==> config.mk <==
export PLATFORM = sky130hd
export DESIGN_NAME = cam_pixel_writer
export DESIGN_NICKNAME = d
export VERILOG_FILES = /design/src/rtl/cam_pixel_writer.sv
export SDC_FILE = /design/constraint.sdc
export NUM_CORES = 1
export LEC_CHECK = 0
export ABC_AREA = 1
export CAP_MARGIN = 20
export CORE_MARGIN = 2
export CORE_UTILIZATION = 23
export DETAILED_ROUTE_END_ITERATION = 10
export PLACE_DENSITY_LB_ADDON = 0.1
export SYNTH_ARGS = -nofsm -noshare
export SYNTH_HDL_FRONTEND = slang
export SYNTH_SLANG_ARGS = --single-unit
==> constraint.sdc <==
create_clock -name clk -period 7.1 [get_ports clk]
set_input_delay 1.065 -clock clk [delete_from_list [all_inputs] [get_ports clk]]
set_output_delay 1.065 -clock clk [all_outputs]
set_load 0.01 [all_outputs]
==> src/rtl/cam_pixel_writer.sv <==
// OV5640 DVP capture: assembles RGB565 from byte pairs, optionally decimates 2:1 in X/Y,
// and drives one SDRAM write port. Everything runs on the camera pixel clock.
module cam_pixel_writer #(
  parameter int SRC_H       = 640,
  parameter int SRC_V       = 480,
  parameter int DECIM       = 1,
  parameter int SKIP_FRAMES = 10,
  parameter int VS_POL      = 1
) (
  input  logic        clk,
  input  logic        rst,
  input  logic        CAM_VSYNC,
  input  logic        CAM_HREF,
  input  logic [7:0]  CAM_DATA,
  output logic [15:0] Write_DATA,
  output logic        Write_EN,
  output logic        Frame_Start,
  output logic        Frame_Done,
  output logic        Frame_Err,
  output logic        Capturing
);

  localparam int          OUT_H    = (DECIM != 0) ? SRC_H / 2 : SRC_H;
  localparam int          OUT_V    = (DECIM != 0) ? SRC_V / 2 : SRC_V;
  localparam logic [19:0] OUT_PIX  = 20'(OUT_H * OUT_V);
  localparam int          XW       = $clog2(SRC_H + 1) + 1;
  localparam int          YW       = $clog2(SRC_V + 1) + 1;
  localparam logic        VS_POL_B = (VS_POL != 0);
  localparam logic [7:0]  SKIP_N   = 8'(SKIP_FRAMES);

  typedef enum logic [1:0] {
    WAIT_SYNC,
    SKIP,
    ARMED,
    ACTIVE
  } state_t;

  state_t state;

  logic          vs_q, vs_d, href_q, href_d;
  logic [7:0]    data_q;
  logic          vs_rise, vs_fall, href_fall;
  logic [7:0]    skip_cnt;
  logic          phase;
  logic [7:0]    hi_byte;
  logic [XW-1:0] x;
  logic [YW-1:0] y;
  logic [19:0]   pix_cnt;
  logic [15:0]   cam;
  logic          keep;

  // One input register stage; vs is normalised so that 1 always means blanking.
  // The sync history resets to "active" so a sensor already in blanking at reset
  // shows up as a rising edge, never as a spurious frame start.
  always_ff @(posedge clk or posedge rst) begin
    if (rst) begin
      vs_q   <= 1'b0;
      vs_d   <= 1'b0;
      href_q <= 1'b0;
      href_d <= 1'b0;
      data_q <= 8'h00;
    end else begin
      // NOTE: non-blocking assignments keep every register sampling pre-edge values,
      // so vs_d really is the previous vs_q regardless of statement order.
      vs_q   <= ~(CAM_VSYNC ^ VS_POL_B);
      vs_d   <= vs_q;
      href_q <= CAM_HREF;
      href_d <= href_q;
      data_q <= CAM_DATA;
    end
  end

  assign vs_rise   = vs_q & ~vs_d;
  assign vs_fall   = ~vs_q & vs_d;
  assign href_fall = ~href_q & href_d;
  assign cam       = {hi_byte, data_q};

  always_comb begin
    // NOTE: assign a default before any conditional update so no path leaves keep
    // unassigned, which would otherwise infer a latch.
    keep = (x < XW'(SRC_H)) && (y < YW'(SRC_V));
    if (DECIM != 0) begin
      keep = keep && !x[0] && !y[0];
    end
  end

  // Control and datapath share one block so every output is a registered state.
  always_ff @(posedge clk or posedge rst) begin
    if (rst) begin
      state       <= WAIT_SYNC;
      skip_cnt    <= 8'd0;
      phase       <= 1'b0;
      hi_byte     <= 8'h00;
      x           <= '0;
      y           <= '0;
      pix_cnt     <= 20'd0;
      Write_DATA  <= 16'h0000;
      Write_EN    <= 1'b0;
      Frame_Start <= 1'b0;
      Frame_Done  <= 1'b0;
      Frame_Err   <= 1'b0;
      Capturing   <= 1'b0;
    end else begin
      Write_EN    <= 1'b0;
      Frame_Start <= 1'b0;
      Frame_Done  <= 1'b0;

      case (state)
        WAIT_SYNC: begin
          if (vs_fall) begin
            skip_cnt <= 8'd0;
            state    <= (SKIP_N == 8'd0) ? ARMED : SKIP;
          end
        end

        SKIP: begin
          if (vs_rise) begin
            skip_cnt <= skip_cnt + 8'd1;
            if (skip_cnt + 8'd1 == SKIP_N) begin
              state <= ARMED;
            end
          end
        end

        ARMED: begin
          if (vs_fall) begin
            Frame_Start <= 1'b1;
            Capturing   <= 1'b1;
            x           <= '0;
            y           <= '0;
            phase       <= 1'b0;
            pix_cnt     <= 20'd0;
            state       <= ACTIVE;
          end
        end

        ACTIVE: begin
          if (vs_rise) begin
            // End of frame wins over any byte arriving in the same cycle.
            Frame_Done <= 1'b1;
            Frame_Err  <= (pix_cnt != OUT_PIX);
            Capturing  <= 1'b0;
            state      <= ARMED;
          end else if (href_q) begin
            if (!phase) begin
              hi_byte <= data_q;
              phase   <= 1'b1;
            end else begin
              phase <= 1'b0;
              if (x != '1) begin
                x <= x + 1'b1;
              end
              if (keep) begin
                Write_EN   <= 1'b1;
                Write_DATA <= {cam[4:0], cam[10:5], cam[15:11]};
                if (pix_cnt != '1) begin
                  pix_cnt <= pix_cnt + 20'd1;
                end
              end
            end
          end else if (href_fall) begin
            // Dropping phase here discards an odd trailing byte.
            x     <= '0;
            phase <= 1'b0;
            if (y != '1) begin
              y <= y + 1'b1;
            end
          end
        end

        default: state <= WAIT_SYNC;
      endcase
    end
  end

endmodule

==> run summary, run 1 <==
synthesized area -> 4830 sq um
Final Critical Period -> 3.21 ns
final max-slew violation count -> 0
clock tree from TritonCTS -> built
slack of the worst reg-to-reg path -> 3.89 ns
number of diodes -> 0
clock slew at reported path FFs -> 0.07 ns
count of warnings emitted by yosys -> 0
DRT Wirelength -> 11,500 um
CP endpoint kind -> flip-flop
FMAX -> 0.311 GHz
number of distinct library cells after synthesis -> 35
post-route fraction of the period consumed by the critical path -> 0.453
number of inserted filler cells in the final layout -> 2,258
library cell with the largest summed area after synthesis -> sky130_fd_sc_hd__dfrtp_1
detailed-route DRC error count -> 0
max-cap check violation count -> 0
Setup-failing EPs final -> 0
highest-delay cell along the critical path -> sky130_fd_sc_hd__nand2_1
tightest slew margin relative to the limit -> 0.302
wire length of the first global-routing pass -> 20,100 um
top layer used by detailed routing -> met4
CP startpoint kind -> flip-flop
global-route usage over all layers -> 0.114
accumulated negative setup slack -> 0 ns
root buffer cell -> sky130_fd_sc_hd__clkbuf_16
cell-by-cell listing of the critical path -> nor2_1 > nand3_1 > a21oi_2 > nand2_1 > nand2_1 > nand2_1 > nand2_1
Top Ports -> 33
kind of critical path -> flip-flop to flip-flop
via count of the first global-routing pass -> 3,944
most prevalent standard cell on the critical path -> sky130_fd_sc_hd__nand2_1
commonest cells after routing, fill and taps aside -> sky130_fd_sc_hd__nand2_1 (169), sky130_fd_sc_hd__dfrtp_1 (93), sky130_fd_sc_hd__inv_1 (74), sky130_fd_sc_hd__nor2_1 (69), sky130_fd_sc_hd__nand3_1 (58)
Slew @ Worst Pin -> 1.04 ns
result of the run -> completed
number of nets in the layout -> 663
vias per std cell -> 4.28
IO Port Bufs -> 32
antenna violations before repair -> 0
dominant cells by area after synthesis -> sky130_fd_sc_hd__dfrtp_1 (48%), sky130_fd_sc_hd__nand2_1 (13%), sky130_fd_sc_hd__nand3_1 (6.0%)
DRC marker count from the first detailed-route iteration -> 299
synthesized netlist net count -> 633
maximum buffer depth of the clock tree -> 2
die width -> 149 um
Leak -> 2.57 nW
arrival time at the worst endpoint -> 3.50 ns
core outline area -> 20,400 sq um
TritonCTS Buffers -> 9
Cell Count, Final, Fillers Out -> 920
Final HPWL DP -> 7840 um
commonest non-fill, non-tap cell in the layout -> sky130_fd_sc_hd__nand2_1
cts-stage hold buffer count -> 0
Max FO, Critical Path -> 24
number of cells produced by synthesis -> 615
unrepaired setup endpoints after global routing -> false
hold violation total from the final report -> 0
maximum VDD drop -> 0.000121 V
Largest stage delay, worst path -> 0.77 ns
number of nets with antenna violations after routing -> 0
CTS H-tree depth -> 3
clock insertion delay at the later pin of the skew report -> 0.36 ns
proportion of netlist area held by the largest area contributor -> 0.482
DRT Pass-1 Iters -> 4
detailed-routing wirelength on met1 -> 5730 um
overall overflow remaining after global route -> 0
Via Count -> 3,938
power density normalized to cell area -> 280 nW/um^2
WL met2 -> 5240 um
part of the Yosys area used for sequential elements -> 0.482
Die Area -> 22,200 sq um
gp weighted congestion -> 0.760
Req. time, crit path -> 7.39 ns
#FFs+latches synth -> 93
met3 wirelength from detailed routing -> 336 um
Post-Syn Area per Cell -> 7.85 sq um
worst min-delay path category -> flip-flop to flip-flop
synthesis-to-layout area growth -> 18.0%
post-cts sizing count -> 0
Clock Sinks -> 93
buffer count from post-CTS setup fixing -> 0
routed len/inst -> 12.5 um
number of cells in the design after placement -> 904
effective utilization at floorplan -> 0.236
clock tree skew after final layout -> 0.00535 ns
largest net degree at the start of global routing -> 51
layout cells sized above 1 -> 0.0708
number of rows created at floorplan -> 52
Die Span Y -> 149 um
[sequential cells by signal (all words and copies together), names as in the netlist, 2 cells and up]
register / cells
y: 10
x: 11
pix_cnt: 20
Write_DATA: 16
state: 2
hi_byte: 8
skip_cnt: 8
data_q: 8
[report_power, final]
group	internal (mW)	switching, mW	leakage (nW)
registers	0.618	0.0657	1.23
logic	0.153	0.265	1.19
clock network	0.250	0.242	0.147
[Yosys cell counts, drive strengths merged]
cell	instances
nand2	175
dfrtp	93
inv	79
nor2	77
nand3	58
o21ai	48
xor2	22
nand4	13
nor3	12
buf	8
clkbuf	6
ha	6
nor3b	4
a21oi	2
nor4	2
o22ai	2
or2	2
a21o	1
a22oi	1
o2111ai	1
o21a	1
o21bai	1
xnor2	1
[final timing paths]
path,from,end,depth (start not counted)
worst max-delay path,vs_q$_DFF_PP0_,pix_cnt[18]$_DFFE_PP0P_,7
worst min-delay path,vs_q$_DFF_PP0_,vs_d$_DFF_PP0_,0
worst max register to register,vs_q$_DFF_PP0_,pix_cnt[18]$_DFFE_PP0P_,7
worst min register to register,vs_q$_DFF_PP0_,vs_d$_DFF_PP0_,0
max in group asynchronous,rst,Write_EN$_DFF_PP0_,3
min in group asynchronous,rst,Frame_Start$_DFF_PP0_,2
[stage by stage]
step           cell area, sq um  hold slack, ns  power [mW]   util  setup slack (ns)
6_report                   5700           0.407        1.59  0.279              3.89
5_1_grt                    5700           0.422        1.72  0.279              3.57
4_1_cts                    5700           0.410        1.63  0.279              3.89
3_5_place_dp               5400           0.395        1.12  0.264              3.91
3_3_place_gp               5400           0.385        1.12  0.264              4.01
2_1_floorplan              4830           0.375       0.973      -              3.61
[logic make-up (layout without fill, tap and decap cells)]
group           Yosys count  count (layout)  share of synthesized area
xor+xnor                 23              23                     0.0417
compound gates           57              57                     0.0695
flops                    93              93                      0.482
simple gates            343             343                      0.309
fa+ha+maj                 6               6                     0.0156
buf+inv                  93             128                     0.0819
[per-layer routing]
layer / track usage / vias to the layer above
met2: 0.177 / 55
li1: - / 2008
met5: 0 / -
met1: 0.156 / 1862
met3: 0.0239 / 13
met4: 0.0448 / 0
[critical path: cells and delay by family, from the launching register on]
family / cells / cell delay (ns)
DFF: 1 / 0.39
and+or+nand+nor: 6 / 2.33
AOI/OAI and AO/OA: 1 / 0.40
[layout make-up]
class / instances / area [sq um] / share of cell area
Clock buffer: 9 / 225 / 0.0395
Clock inverter: 7 / 73.8 / 0.0130
Inverter: 79 / 302 / 0.0529
Multi-Input combinational cell: 429 / 2100 / 0.369
Sequential cell: 93 / 2330 / 0.408
Tap cell: 270 / 338 / 0.0593
Timing Repair Buffer: 33 / 328 / 0.0575
Power figures use the tool's default switching activity.
==> run 2, diff against run 1 <==
==> constraint.sdc (replaced) <==
create_clock -name clk -period 2.72 [get_ports clk]
set_input_delay 0.408 -clock clk [delete_from_list [all_inputs] [get_ports clk]]
set_output_delay 0.408 -clock clk [all_outputs]
set_load 0.01 [all_outputs]
==> run 2 against run 1 <==
Against the previous run: setup slack worse by 3.4 ns; sequential share of layout area shrank 0.50 points; cell count is 0.43% higher; clock skew increased by 0.0045 ns; die area is the same; critical path type unchanged.
==> run summary, run 2 (synthesis gave the netlist of run 1 again) <==
result of the run -> completed
die width -> 149 um (unchanged)
multi-input logic area -> 2100 sq um (unchanged)
number of nets with antenna violations after routing -> 0 (unchanged)
power density normalized to cell area -> 742 nW/um^2 (+170%)
number of diodes -> 0 (unchanged)
Final HPWL DP -> 8020 um (+2.4%)
kind of critical path -> flip-flop to flip-flop
worst min-delay path category -> flip-flop to flip-flop
clock slew at reported path FFs -> 0.07 ns (about the same)
effective utilization at floorplan -> 0.236 (unchanged)
gp weighted congestion -> 0.814 (+7.1%)
largest registers -> pix_cnt: 20 flops, Write_DATA: 16 flops, x: 11 flops
final max-slew violation count -> 0 (unchanged)
detailed-route DRC error count -> 0 (unchanged)
number of rows created at floorplan -> 52 (unchanged)
buffer count from post-CTS setup fixing -> 0 (unchanged)
vias per std cell -> 4.26 (-0.58%)
CP startpoint kind -> flip-flop
global-route usage over all layers -> 0.113 (-0.000533)
number of nets in the layout -> 667 (+0.60%)
wire length of the first global-routing pass -> 19,900 um (-0.97%)
Clock Sinks -> 93 (unchanged)
Via Count -> 3,932 (-0.15%)
via count of the first global-routing pass -> 3,900 (-1.1%)
post-route fraction of the period consumed by the critical path -> 0.828 (+0.375)
cts-stage hold buffer count -> 0 (unchanged)
unrepaired setup endpoints after global routing -> false
tightest slew margin relative to the limit -> 0.440 (+0.137)
Setup-failing EPs final -> 0 (unchanged)
DRT Pass-1 Iters -> 4 (unchanged)
TritonCTS Buffers -> 9 (unchanged)
antenna violations before repair -> 0 (unchanged)
clock tree skew after final layout -> 0.00981 ns (+0.00447 ns)
routed len/inst -> 12.7 um (+1.3%)
maximum VDD drop -> 0.000328 V (+170%)
DRT Wirelength -> 11,700 um (+1.7%)
maximum buffer depth of the clock tree -> 2 (unchanged)
Final Critical Period -> 2.25 ns (-0.961 ns)
max reg flops -> 20 (unchanged)
IO Port Bufs -> 32 (unchanged)
overall overflow remaining after global route -> 0 (unchanged)
layout cells sized above 1 -> 0.0765 (+0.00568)
clock insertion delay at the later pin of the skew report -> 0.36 ns (about the same)
worst-case hold slack -> 0.407 ns (+0.000226 ns)
register bank with the most flops -> pix_cnt
register cell area after layout -> 2330 sq um (unchanged)
Max FO, Critical Path -> 20 (-17%)
arrival time at the worst endpoint -> 2.49 ns (-1.01 ns)
clock tree from TritonCTS -> built
FMAX -> 0.444 GHz (+43%)
post-cts sizing count -> 0 (unchanged)
synthesis-to-layout area growth -> 19.5%
Slew @ Worst Pin -> 0.834 ns (-0.209 ns)
commonest cells after routing, fill and taps aside -> sky130_fd_sc_hd__nand2_1 (169), sky130_fd_sc_hd__dfrtp_1 (93), sky130_fd_sc_hd__inv_1 (74), sky130_fd_sc_hd__nor2_1 (69), sky130_fd_sc_hd__nand3_1 (58)
commonest non-fill, non-tap cell in the layout -> sky130_fd_sc_hd__nand2_1
core outline area -> 20,400 sq um (unchanged)
CP endpoint kind -> flip-flop
root buffer cell -> sky130_fd_sc_hd__clkbuf_16
Die Area -> 22,200 sq um (unchanged)
Top Ports -> 33 (unchanged)
number of inserted filler cells in the final layout -> 2,249 (-0.40%)
CTS H-tree depth -> 3 (unchanged)
largest net degree at the start of global routing -> 62 (+22%)
DRC marker count from the first detailed-route iteration -> 186 (-38%)
Die Span Y -> 149 um (unchanged)
accumulated negative setup slack -> 0 ns (unchanged)
Leak -> 2.60 nW (+1.2%)
hold violation total from the final report -> 0 (unchanged)
max-cap check violation count -> 0 (unchanged)
Req. time, crit path -> 2.96 ns (-4.43 ns)
run 2: cell types whose count changed in the layout (fill, tap and decap cells not counted), sizes merged:
| cell | before | now |
|---|---|---|
| inv | 83 | 82 |
| buf | 1 | 5 |
| bufinv | 0 | 1 |
| clkinv | 3 | 2 |
| clkinvlp | 0 | 1 |
run 2: path summary, 6_finish.rpt:
| path | to | slack, ns | cells after the start | start |
|---|---|---|---|---|
| worst max-delay path | pix_cnt[16]$_DFFE_PP0P_ | 0.47 | 10 | pix_cnt[0]$_DFFE_PP0P_ |
| min in group asynchronous | Write_DATA[15]$_DFFE_PP0P_ | 0.46 | 3 | rst |
| worst min register to register | vs_d$_DFF_PP0_ | 0.41 | 0 | vs_q$_DFF_PP0_ |
| worst max register to register | pix_cnt[16]$_DFFE_PP0P_ | 0.47 | 10 | pix_cnt[0]$_DFFE_PP0P_ |
| max in group asynchronous | skip_cnt[3]$_DFFE_PP0P_ | 1.90 | 3 | rst |
| worst min-delay path | vs_d$_DFF_PP0_ | 0.41 | 0 | vs_q$_DFF_PP0_ |
run 2: report_power, final:
group          internal [mW]  total [mW]  switching, mW
combinational          0.418        1.12          0.705
clock                  0.737        1.36          0.627
sequential              1.61        1.79          0.178
total                   2.77        4.28           1.51
run 2: layout make-up:
cell class,instances,share of cell area
Inverter,79,0.0525
Sequential cell,93,0.403
Tap cell,270,0.0586
Timing Repair Buffer,37,0.0664
Clock inverter,7,0.0152
Clock buffer,9,0.0390
Multi-Input combinational cell,429,0.365
run 2: stage by stage:
stage	power, mW	util	cells	cell area, sq um	worst slack [ns]
2_1_floorplan	2.54	-	615	4830	1.13
3_3_place_gp	2.96	0.267	908	5460	0.541
3_5_place_dp	2.97	0.267	908	5460	0.499
4_1_cts	4.36	0.282	924	5770	0.500
5_1_grt	4.59	0.282	924	5770	0.217
6_report	4.28	0.282	924	5770	0.468
run 2: routing by layer:
metal	track usage	wire length, um
met5	0	0
met4	0.0495	214
met3	0.0174	309
met2	0.172	5110
met1	0.160	6070
run 2: critical path, stage by stage (launching register included):
cell	delay, ns
sky130_fd_sc_hd__dfrtp_1	0.45
sky130_fd_sc_hd__ha_1	0.27
sky130_fd_sc_hd__nand2_1	0.11
sky130_fd_sc_hd__nor2_1	0.17
sky130_fd_sc_hd__nand2_1	0.08
sky130_fd_sc_hd__inv_1	0.10
sky130_fd_sc_hd__nand4_1	0.09
sky130_fd_sc_hd__nand2_1	0.10
sky130_fd_sc_hd__nand2_1	0.47
sky130_fd_sc_hd__nand2_1	0.23
sky130_fd_sc_hd__nand2_1	0.07
==> run 3, diff against run 2 <==
==> constraint.sdc (replaced) <==
create_clock -name clk -period 2.1 [get_ports clk]
set_input_delay 0.315 -clock clk [delete_from_list [all_inputs] [get_ports clk]]
set_output_delay 0.315 -clock clk [all_outputs]
set_load 0.01 [all_outputs]
==> run 3 against run 2 <==
Against the previous run: count of clock-buffer cells in the layout is the same; highest routed layer unchanged; setup slack worse by 0.23 ns; register-to-register slack got worse by 0.23 ns; clock skew shrank 0.0042 ns; worst hold slack worse by 0.19 ns; global-route usage rose by 0.19 points; non-clock buffer count grew 8; final area grew 1.1%; via count increased by 0.92%; utilization rose by 0.30 points; clock power grew 29%.
==> run summary, run 3 (synthesis gave the netlist of run 1 again) <==
result of the run -> completed
core outline area -> 20,400 sq um (unchanged)
Slew @ Worst Pin -> 0.487 ns (-0.347 ns)
synthesis-to-layout area growth -> 20.8%
CTS H-tree depth -> 3 (unchanged)
number of diodes -> 0 (unchanged)
DRT Wirelength -> 11,800 um (+0.41%)
layout cells sized above 1 -> 0.0876 (+0.0112)
Via Count -> 3,968 (+0.92%)
largest registers -> pix_cnt: 20 flops, Write_DATA: 16 flops, x: 11 flops
final cell utilization of the core -> 0.285 (+0.00300)
post-cts sizing count -> 0 (unchanged)
Req. time, crit path -> 2.33 ns (-0.63 ns)
Setup-failing EPs final -> 0 (unchanged)
clock tree from TritonCTS -> built
overall overflow remaining after global route -> 0 (unchanged)
total chip power -> 5.57 mW (+30%)
via count of the first global-routing pass -> 4,052 (+3.9%)
Worst path top cell family by delay -> simple AND/OR/NAND/NOR gates
maximum buffer depth of the clock tree -> 2 (unchanged)
global-route usage over all layers -> 0.115 (+0.00186)
antenna violations before repair -> 0 (unchanged)
vias per std cell -> 4.26 (about the same)
arrival time at the worst endpoint -> 2.10 ns (-0.39 ns)
max-cap check violation count -> 0 (unchanged)
number of rows created at floorplan -> 52 (unchanged)
worst flop-to-flop path endpoint -> x[8]$_DFFE_PP0P_
routed len/inst -> 12.6 um (-0.45%)
start of the worst register-to-register path -> x[0]$_DFFE_PP0P_
power density normalized to cell area -> 956 nW/um^2 (+29%)
commonest cells after routing, fill and taps aside -> sky130_fd_sc_hd__nand2_1 (169), sky130_fd_sc_hd__dfrtp_1 (93), sky130_fd_sc_hd__inv_1 (74), sky130_fd_sc_hd__nor2_1 (69), sky130_fd_sc_hd__nand3_1 (58)
worst min-delay path category -> input pin to asynchronous set/reset pin
Final Critical Period -> 1.87 ns (-0.386 ns)
commonest non-fill, non-tap cell in the layout -> sky130_fd_sc_hd__nand2_1
Clock Sinks -> 93 (unchanged)
Final HPWL DP -> 8330 um (+3.9%)
CP startpoint kind -> flip-flop
gp weighted congestion -> 0.763 (-6.3%)
detailed-route DRC error count -> 0 (unchanged)
r2r worst-path depth -> 11 (+1)
accumulated negative setup slack -> 0 ns (unchanged)
largest net degree at the start of global routing -> 47 (-24%)
tightest slew margin relative to the limit -> 0.673 (+0.233)
Max FO, Critical Path -> 16 (-20%)
post-route fraction of the period consumed by the critical path -> 0.888 (+0.0605)
register bank with the most flops -> pix_cnt
CP endpoint kind -> flip-flop
clock slew at reported path FFs -> 0.07 ns (about the same)
Leak -> 2.63 nW (+1.4%)
CP bufs+invs -> 1 (unchanged)
number of nets in the layout -> 675 (+1.2%)
TritonCTS Buffers -> 9 (unchanged)
maximum VDD drop -> 0.000401 V (+23%)
Die Area -> 22,200 sq um (unchanged)
final max-slew violation count -> 0 (unchanged)
buffer count from post-CTS setup fixing -> 0 (unchanged)
hold violation total from the final report -> 0 (unchanged)
Die Span Y -> 149 um (unchanged)
unrepaired setup endpoints after global routing -> false
Largest stage delay, worst path -> 0.42 ns (-0.05 ns)
highest-delay cell along the critical path -> sky130_fd_sc_hd__dfrtp_1
most prevalent standard cell on the critical path -> sky130_fd_sc_hd__nand2_1
clock tree skew after final layout -> 0.00564 ns (-0.00417 ns)
IO Port Bufs -> 32 (unchanged)
number of nets with antenna violations after routing -> 0 (unchanged)
wire length of the first global-routing pass -> 20,300 um (+2.3%)
DRC marker count from the first detailed-route iteration -> 224 (+20%)
max reg flops -> 20 (unchanged)
effective utilization at floorplan -> 0.236 (unchanged)
worst-case hold slack -> 0.213 ns (-0.194 ns)
cts-stage hold buffer count -> 0 (unchanged)
clock insertion delay at the later pin of the skew report -> 0.35 ns (about the same)
slack of the worst reg-to-reg path -> 0.23 ns (-0.23 ns)
cell-by-cell listing of the critical path -> ha_1 > nand2_1 > nor2_2 > nand2_1 > nor2_1 > nand3_1 > nor2_2 > nor2_4 > inv_1 > nand2_1 > o21ai_0
FMAX -> 0.536 GHz (+21%)
kind of critical path -> flip-flop to flip-flop
Top Ports -> 33 (unchanged)
root buffer cell -> sky130_fd_sc_hd__clkbuf_16
die width -> 149 um (unchanged)
DRT Pass-1 Iters -> 7 (+3)
-- run 3: cell types whose count changed in the layout (fill, tap and decap cells not counted), sizes merged --
cell      previous run  this run
clkinv               2         1
buf                  5        13
clkinvlp             1         2
-- run 3: stage by stage --
| step | worst slack [ns] | area (sq um) | instances |
|---|---|---|---|
| floorplan | 0.506 | 4830 | 615 |
| global placement | 0.287 | 5520 | 916 |
| detailed placement | 0.263 | 5520 | 916 |
| CTS | 0.249 | 5830 | 932 |
| global route | 0.0334 | 5830 | 932 |
| finish | 0.234 | 5830 | 932 |
-- run 3: metal layers --
metal  wire, um  track usage  up-vias
met4        167       0.0448        0
li1           -            -     2041
met5          0            0        -
met2       5530        0.187       53
met3        319       0.0196       11
met1       5740        0.154     1863
-- run 3: area by class of cell --
cell class              count  area (sq um)
well taps                 270           338
flip-flops and latches     93          2330
fillers                  2246         14600
clock inverters             7          88.8
multi-input cells         429          2100
clock buffers               9           225
inverters                  79           303
repair buffers             45           443
-- run 3: worst reg2reg max path, delay by kind of cell, from the launching register on --
family,cells,cell delay (ns)
AOI/OAI and AO/OA,1,0.07
adders and majority gates,1,0.23
DFF,1,0.42
and+or+nand+nor,8,0.87
buffers and inverters,1,0.15
-- run 3: power by group --
part           total, mW  internal, mW  leakage (nW)  switching, mW
registers           2.31          2.09          1.23          0.226
clock network       1.75         0.952         0.150          0.802
logic               1.50         0.574          1.25          0.928
total               5.57          3.61          2.63           1.96
-- run 3: how the worst max path moves through the flow --
stage	end	depth (start not counted)	slack (ns)	startpoint
floorplan	pix_cnt[18]$_DFFE_PP0P_	11	0.51	pix_cnt[0]$_DFFE_PP0P_
global placement	x[6]$_DFFE_PP0P_	11	0.29	x[0]$_DFFE_PP0P_
detailed placement	x[8]$_DFFE_PP0P_	10	0.26	vs_q$_DFF_PP0_
CTS	x[8]$_DFFE_PP0P_	11	0.25	x[0]$_DFFE_PP0P_
global route	x[6]$_DFFE_PP0P_	11	0.03	x[0]$_DFFE_PP0P_
finish	x[8]$_DFFE_PP0P_	11	0.23	x[0]$_DFFE_PP0P_
